==> config.mk <==
export PLATFORM = sky130hd
export DESIGN_NAME = pic_request_service
export DESIGN_NICKNAME = d
export VERILOG_FILES = /design/src/rtl/pic_pkg.sv /design/src/rtl/pic_priority_resolver.sv /design/src/rtl/pic_request_service.sv
export SDC_FILE = /design/constraint.sdc
export NUM_CORES = 1
export LEC_CHECK = 0
export ABC_AREA = 1
export CAP_MARGIN = 20
export CORE_UTILIZATION = 50
export CTS_CLUSTER_SIZE = 25
export DETAILED_ROUTE_END_ITERATION = 10
export PLACE_DENSITY = 0.84
export SLEW_MARGIN = 20
export SYNTH_ARGS = -nofsm -noshare
export SYNTH_HDL_FRONTEND = slang
export SYNTH_SLANG_ARGS = --single-unit
==> constraint.sdc <==
create_clock -name clk -period 4.68 [get_ports clk]
set_input_delay 0.702 -clock clk [delete_from_list [all_inputs] [get_ports clk]]
set_output_delay 0.702 -clock clk [all_outputs]
set_load 0.03 [all_outputs]
==> src/rtl/pic_pkg.sv <==
// pic_pkg: shared types, constants and rotate/index helpers for the PIC request/service stage
package pic_pkg;
  typedef enum logic {IDLE, WAIT2} ack_state_e;
  localparam int PIC_LEVELS = 8;
  localparam logic [2:0] SPURIOUS_LEVEL = 3'd7;
  function automatic logic [7:0] rotate_right8(input logic [7:0] x, input logic [2:0] n);
    logic [15:0] d;
    d = {x, x} >> n;
    return d[7:0];
  endfunction
  function automatic logic [7:0] rotate_left8(input logic [7:0] x, input logic [2:0] n);
    logic [15:0] d;
    d = {x, x} << n;
    return d[15:8];
  endfunction
  function automatic logic [2:0] onehot_to_idx3(input logic [7:0] x);
    logic [2:0] idx;
    idx = 3'd0;
    for (int i = 0; i < PIC_LEVELS; i++) if (x[i]) idx = i[2:0];
    return idx;
  endfunction
endpackage

==> src/rtl/pic_priority_resolver.sv <==
// pic_priority_resolver: rotate right, pick lowest set bit, report it one-hot (unrotated) and by rotated index
module pic_priority_resolver
  import pic_pkg::*;
(
  input  logic [7:0] i_vec,
  input  logic [2:0] i_amt,
  output logic [7:0] o_onehot,
  output logic [2:0] o_rot_idx,
  output logic       o_any
);
  logic [7:0] w_rot, w_low;
  assign w_rot     = rotate_right8(i_vec, i_amt);
  assign w_low     = w_rot & (~w_rot + 8'd1);
  assign o_onehot  = rotate_left8(w_low, i_amt);
  assign o_rot_idx = onehot_to_idx3(w_low);
  assign o_any     = |i_vec;
endmodule

==> src/rtl/pic_request_service.sv <==
// pic_request_service: IRR latching, rotating priority, INT generation and two-pulse INTA sequencing
module pic_request_service
  import pic_pkg::*;
(
  input  logic       clk,
  input  logic       reset,
  input  logic [7:0] ir,
  input  logic       level_edge_triggered,
  input  logic [7:0] int_mask,
  input  logic [7:0] eoi,
  input  logic [2:0] priority_rotate,
  input  logic       auto_eoi,
  input  logic [4:0] vector_base,
  input  logic       int_ack,
  output logic       INT,
  output logic [7:0] irr,
  output logic [7:0] isr,
  output logic [7:0] highest_level_in_service,
  output logic [7:0] acknowledge_interrupt,
  output logic       end_of_ack_seq,
  output logic [7:0] vector,
  output logic       vector_valid
);
  ack_state_e r_state, w_state_next;
  logic [7:0] r_irr, r_isr, r_ir_prev, r_ack, r_vector;
  logic       r_int, r_vv, r_int_ack_q, r_spur;
  logic [2:0] r_level, w_level, w_amt, w_req_idx, w_isr_idx;
  logic [7:0] w_req, w_req_oh, w_isr_oh, w_set, w_aeoi_clr, w_rise;
  logic       w_req_any, w_isr_any, w_eligible, w_ack_rise, w_first, w_second;
  assign w_amt = priority_rotate + 3'd1;
  assign w_req = r_irr & ~int_mask;
  pic_priority_resolver u_req (.i_vec(w_req), .i_amt(w_amt), .o_onehot(w_req_oh), .o_rot_idx(w_req_idx), .o_any(w_req_any));
  pic_priority_resolver u_isr (.i_vec(r_isr), .i_amt(w_amt), .o_onehot(w_isr_oh), .o_rot_idx(w_isr_idx), .o_any(w_isr_any));
  assign w_eligible = w_req_any & (~w_isr_any | (w_req_idx < w_isr_idx));
  assign w_ack_rise = int_ack & ~r_int_ack_q;
  assign w_first    = (r_state == IDLE) & w_ack_rise;
  assign w_second   = (r_state == WAIT2) & w_ack_rise;
  assign w_level    = w_eligible ? onehot_to_idx3(w_req_oh) : SPURIOUS_LEVEL;
  assign w_set      = (w_first & w_eligible) ? w_req_oh : 8'h00;
  assign w_aeoi_clr = (w_second & auto_eoi & ~r_spur) ? (8'd1 << r_level) : 8'h00;
  assign w_rise     = ir & ~r_ir_prev;
  always_comb begin
    w_state_next = w_first ? WAIT2 : w_second ? IDLE : r_state;
  end
  always_ff @(posedge clk) begin
    if (reset) begin
      r_state     <= IDLE;
      r_irr       <= 8'h00;
      r_isr       <= 8'h00;
      r_ir_prev   <= 8'hFF;
      r_ack       <= 8'h00;
      r_vector    <= 8'h00;
      r_int       <= 1'b0;
      r_vv        <= 1'b0;
      r_int_ack_q <= 1'b0;
      r_spur      <= 1'b0;
      r_level     <= 3'd0;
    end else begin
      r_state     <= w_state_next;
      r_ir_prev   <= ir;
      r_int_ack_q <= int_ack;
      r_irr       <= (level_edge_triggered ? ir : (r_irr | w_rise)) & ~w_set;
      r_isr       <= (r_isr & ~eoi & ~w_aeoi_clr) | w_set;
      r_int       <= (r_state == IDLE) & ~w_first & w_eligible;
      r_vv        <= w_second;
      if (w_first) begin
        r_level <= w_level;
        r_spur  <= ~w_eligible;
        r_ack   <= 8'd1 << w_level;
      end
      if (w_second) r_vector <= {vector_base, r_level};
    end
  end
  assign INT                      = r_int;
  assign irr                      = r_irr;
  assign isr                      = r_isr;
  assign highest_level_in_service = w_isr_oh;
  assign acknowledge_interrupt    = r_ack;
  assign end_of_ack_seq           = r_vv;
  assign vector                   = r_vector;
  assign vector_valid             = r_vv;
endmodule

; ---- Word-level counts from Yosys, hierarchy flattened
; Index checks and enable logic that the tools add are counted.
; Widths: inputs -> output; s select.
[op_classes]
addsub = 3
n_lt_le_gt_ge = 1
shifts = 6
n_mux = 27
bitwise = 32
reduce_logical = 3
[ops]
columns = cell, n
row1 = $and 8x8->8, 7
row2 = $not 8->8, 7
row3 = $mux 3, 14
row4 = $shl 16x3->16, 2
row5 = $shr 16x3->8, 2
row6 = $mux 8, 3
row7 = $add 8x1->8 const B, 2
row8 = $or 8x8->8, 2
row9 = $reduce_or 8->1, 2
row10 = $shl 1x3->8 const A, 2
row11 = $mux 2, 5
row12 = $and 1x1->1, 9
row13 = $not 1->1, 6
row14 = $mux 1, 5
row15 = $add 3x1->3 const B, 1
row16 = $lt 3x3->1, 1
row17 = $reduce_bool 2->1, 1
row18 = $or 1x1->1, 1
[word_totals]
register_bits = 48
input_bits = 37
output_inout_bits = 43
wordCells = 83

; ---- Longest topological paths before layout
[logic_depth]
word_depth = 20
ltp_mapped = 28
ltp_nobuf = 26

; ---- By module
; A second synthesis with hierarchy kept.
[hier_totals]
hier_cells = 592
hier_area_um2 = 3732.3
[by_module_without_submodules]
columns = module, n_inst, cells_each, area_per_inst_um2, seq_area_each_um2
row1 = pic_request_service, 1, 274, 2118.3, 960.9
row2 = pic_priority_resolver, 2, 159, 807.0, 0.0

; ---- Worst setup path after synthesis
; OpenSTA, ideal clock, no wires.
[synth_path]
kind = input to output
from = input port priority_rotate[0]
to = output port highest_level_in_service[0]
t_arrival_ns = 3.114
required_time_ns = 3.978
slack_ns = 0.864
stages = 16
path_buffers = 2
cell_sequence = ha_1 buf_2 inv_1 buf_4 nand3_1 nand2_1 nand2_1 nand2_2 inv_2 nor2_4 inv_1 nor3_1 nand2_1 o21ai_0 o21ai_0 o21ai_0
[synth_between]
elab_chain_len = 6
[synth_rtl]
columns = element, line
row1 = from (decl), pic_request_service.sv:11  ; input logic [2:0] priority_rotate,
row2 = $add 3x1->3 (*), pic_request_service.sv:30  ; assign w_amt = priority_rotate + 3'd1;
row3 = $shr 16x3->8, pic_pkg.sv:8  ; d = {x, x} >> n;
row4 = $not 8->8, pic_priority_resolver.sv:13  ; assign w_low = w_rot & (~w_rot + 8'd1);
row5 = $add 8x1->8, pic_priority_resolver.sv:13
row6 = $and 8x8->8, pic_priority_resolver.sv:13
row7 = $shl 16x3->16 (*), pic_pkg.sv:13  ; d = {x, x} << n;
row8 = to (decl), pic_request_service.sv:18  ; output logic [7:0] highest_level_in_service,
; Mark *: on every way between the ends. The rest lies on a longest branch, timed or not.

; ---- Worst setup path after layout
[layout_path]
from = input port priority_rotate[0]
to = output port highest_level_in_service[7]
; Same word-level chain as after synthesis.

==> results.md <==
* Root buffer cell: clkbuf_8
* Max-slew violations at 0
* Cell-internal power at 0.757 mW
* Final Hold Fails at 0
* Final Cycle Share at 92.3%
* R2r setup slk at 1790 ps
* Worst path max stage delay at 520 ps
* Initial antenna violation count at 0
* DP Area at 0.00435 mm2
* VDD IR max at 0.241 mV
* Count leader, synth: nand2_1
* Ys async rst share at 0%
* Clock tree sinks at 48
* Number of global-route vias before repair at 3915
* Max_cap viols at 0
* Post-synthesis sequential area ratio at 27.1%
* GRT Total Usage at 29.5%
* Initial core utilization at 51.9%
* Sequential power share at 35.6%
* Die X at 86.2 um
* Post-synth top area share at 27.1%
* Crit-path cells: clkdlybuf4s50_1 -> buf_4 -> inv_2 -> nand2_1 -> nand3_1 -> nand3_1 -> o21ai_1 -> inv_2 -> nand3_2 -> or4_1 -> o21ai_1 -> inv_1 -> o21ai_1 -> nand2_1 -> o21ai_0 -> buf_4
* Critical Path AT at 3620 ps
* WS Path Type: input pin to primary output
* Crit path required time at 3980 ps
* DRC at 0
* Yosys warning count at 0
* Grt total ovfl at 0
* Endpoints failing setup at 0
* DP Wirelength at 8240 um
* Final Instance Count excl. Fillers at 763
* Fin area at 0.00445 mm2
* Post_cts resized at 0
* Seq cells post-synth at 48
* P_sw at 0.527 mW
* IO Count at 80
* Final Critical Period at 4320 ps
* Ranking of synthesized cells by area: dfxtp_1 (27%), nand2_1 (19%), nand3_1 (15%), inv_1 (6.2%), o21ai_0 (5.9%)
* Core ar. at 0.00683 mm2
* Setup TNS at 0 ps
* Nets at 706
* CTS tree: done
* Top cells by count, synth: nand2_1 (182), nand3_1 (106), inv_1 (59)
* PwrDens at 288 mW/mm2
* Max Buffers Root-to-Sink at 2
* Worst setup EP type: primary output
* Global-route wire length before repair at 17700 um
* Worst Hold Path Cells at 2
* Fin Clk Skew at 8.85 ps
* Worst-Skew Late Latency at 300 ps
* Max Fclk at 0.232 GHz
* Layout area overhead at 25.5%
* Routability congestion estimate at 0.964
* Worst r2r dst: irr[6]$_SDFF_PP0_
* Worst Reg-to-Reg Cells at 21
* Static Leak at 2.09 nW
* Avg Inst Size Synth at 5.93 um2
* Hold buffers post-CTS at 0
* Most frequent CP cell: o21ai_1
* Count of different cell masters after synthesis at 36
* Number of enable flip-flop cells after synthesis at 0
* Hold Crit Class: register to register
* Final hold slack at 465 ps
* PortBufs at 79
* Comb pwr share at 44.7%
* Wire per inst at 13.7 um
* Clock power frac at 19.8%
* Power consumption at 1.28 mW
* Row count at 30
* DRT antenna net count at 0
* Slew headroom at 47.4%
* Largest net degree at the start of global routing at 36
* Die height at 86.2 um
* CTS buffer count at 5
* DRT iter0 DRCs at 238
* Post-synthesis cell count at 598
* CP startpoint kind: input pin
* Via Count at 4152
* Mapped Nets at 638
* DR pass1 iterations at 5
* H-Tree Depth at 2
* Crit Path Max Fanout at 32
* Hold path start: acknowledge_interrupt[2]$_SDFFE_PP0P_
* Drt via density at 5.44
* Worst-Margin Slew at 787 ps
* Layout cells sized above 1 at 8.85%
* Clk slew on worst S/H paths at 80 ps
* R2R Path Start: isr[4]$_SDFF_PP0_
* Post-CTS setup buffer count at 0
* Die area at 0.00743 mm2
* Cell taking the most area after synthesis: dfxtp_1
* Cells after DPL at 754
* Net Sw Frac at 41.0%
* Worst hold endpoint: acknowledge_interrupt[2]$_SDFFE_PP0P_
* Diodes inserted at 0
* RSZ-0062 raised after global routing: false
* Mapped Area at 0.00355 mm2
* Filler instances at 651
* Drt total wl at 10400 um
* Critical path's slowest cell: or4_1
* Outcome: complete, no violations
* Top FF cell, synth: dfxtp_1
stage by stage:
step	setup slack, ps	utilization [%]
2_1_floorplan	864	-
3_3_place_gp	317	63.7
3_5_place_dp	214	63.7
4_1_cts	216	65.1
5_1_grt	111	65.2
6_report	361	65.2
worst max path at each step:
stage                             startpoint                          end  slack (ps)  depth (start not counted)
after floorplan           priority_rotate[0]  highest_level_in_service[0]         860                         16
after global placement    priority_rotate[0]  highest_level_in_service[7]         320                         14
after detailed placement  priority_rotate[0]  highest_level_in_service[7]         210                         14
after CTS                 priority_rotate[0]  highest_level_in_service[1]         220                         14
after global routing      priority_rotate[0]  highest_level_in_service[7]         110                         16
final                     priority_rotate[0]  highest_level_in_service[7]         360                         16
routing by layer:
layer | wire length [um] | global-route usage (%) | share of wire, % | vias to the layer above
met5 | 0 | 0 | 0 | -
met4 | 359 | 12.9 | 3.4 | 0
met1 | 4540 | 37.3 | 44 | 1897
li1 | - | - | - | 2089
met2 | 4910 | 50.6 | 47 | 138
met3 | 612 | 3.62 | 5.9 | 28
worst max-delay path, delay by kind of cell:
| family | cells | cell delay, ps |
|---|---|---|
| AO/OA/AOI/OAI | 4 | 460 |
| AND/OR/NAND/NOR | 6 | 1040 |
| buffers and inverters | 6 | 1390 |
power groups by stage:
stage,Combinational [mW],Sequential (mW),Clock (mW)
after floorplan,0.378,0.490,0
after global placement,0.559,0.465,0
after detailed placement,0.567,0.465,0
after CTS,0.569,0.456,0.256
after global routing,0.639,0.460,0.271
final,0.573,0.457,0.254
cell usage in the layout, fill, tap and decap left out, drive strengths merged, types with 7 or more instances in the layout:
cell	instances
inv	68
nand2	193
a21oi	18
or2	9
o21ai	51
nand3	108
dfxtp	48
nor2	37
buf	16
nand4	10
clkbuf	7
nand3b	8
clkdlybuf4s50	71
layout make-up:
class                      count  area (um2)  area share (%)
multi-input combinational    455        2180            49.1
sequential                    48         961            21.6
timing repair buffer          87         831            18.7
inverter                      69         262            5.87
tap                           96         120            2.70
clock buffer                   7        86.3            1.94
clock inverter                 1        7.51           0.169
flip-flops by register name, indices dropped and copies added, names as in the netlist:
register               count
r_ir_prev                  8
end_of_ack_seq             1
irr                        8
r_spur                     1
r_int_ack_q                1
acknowledge_interrupt      8
vector                     8
isr                        8
INT                        1
r_level                    3
r_state                    1
cells by family after synthesis:
family / count (synthesis) / share of synthesized area (%)
compound gates: 78 / 11.6
buf+inv: 95 / 11.3
flops: 48 / 27.1
simple gates: 373 / 48.2
fa+ha+maj: 3 / 1.06
xor+xnor: 1 / 0.776
No activity file was read; power rests on OpenSTA's default activity.
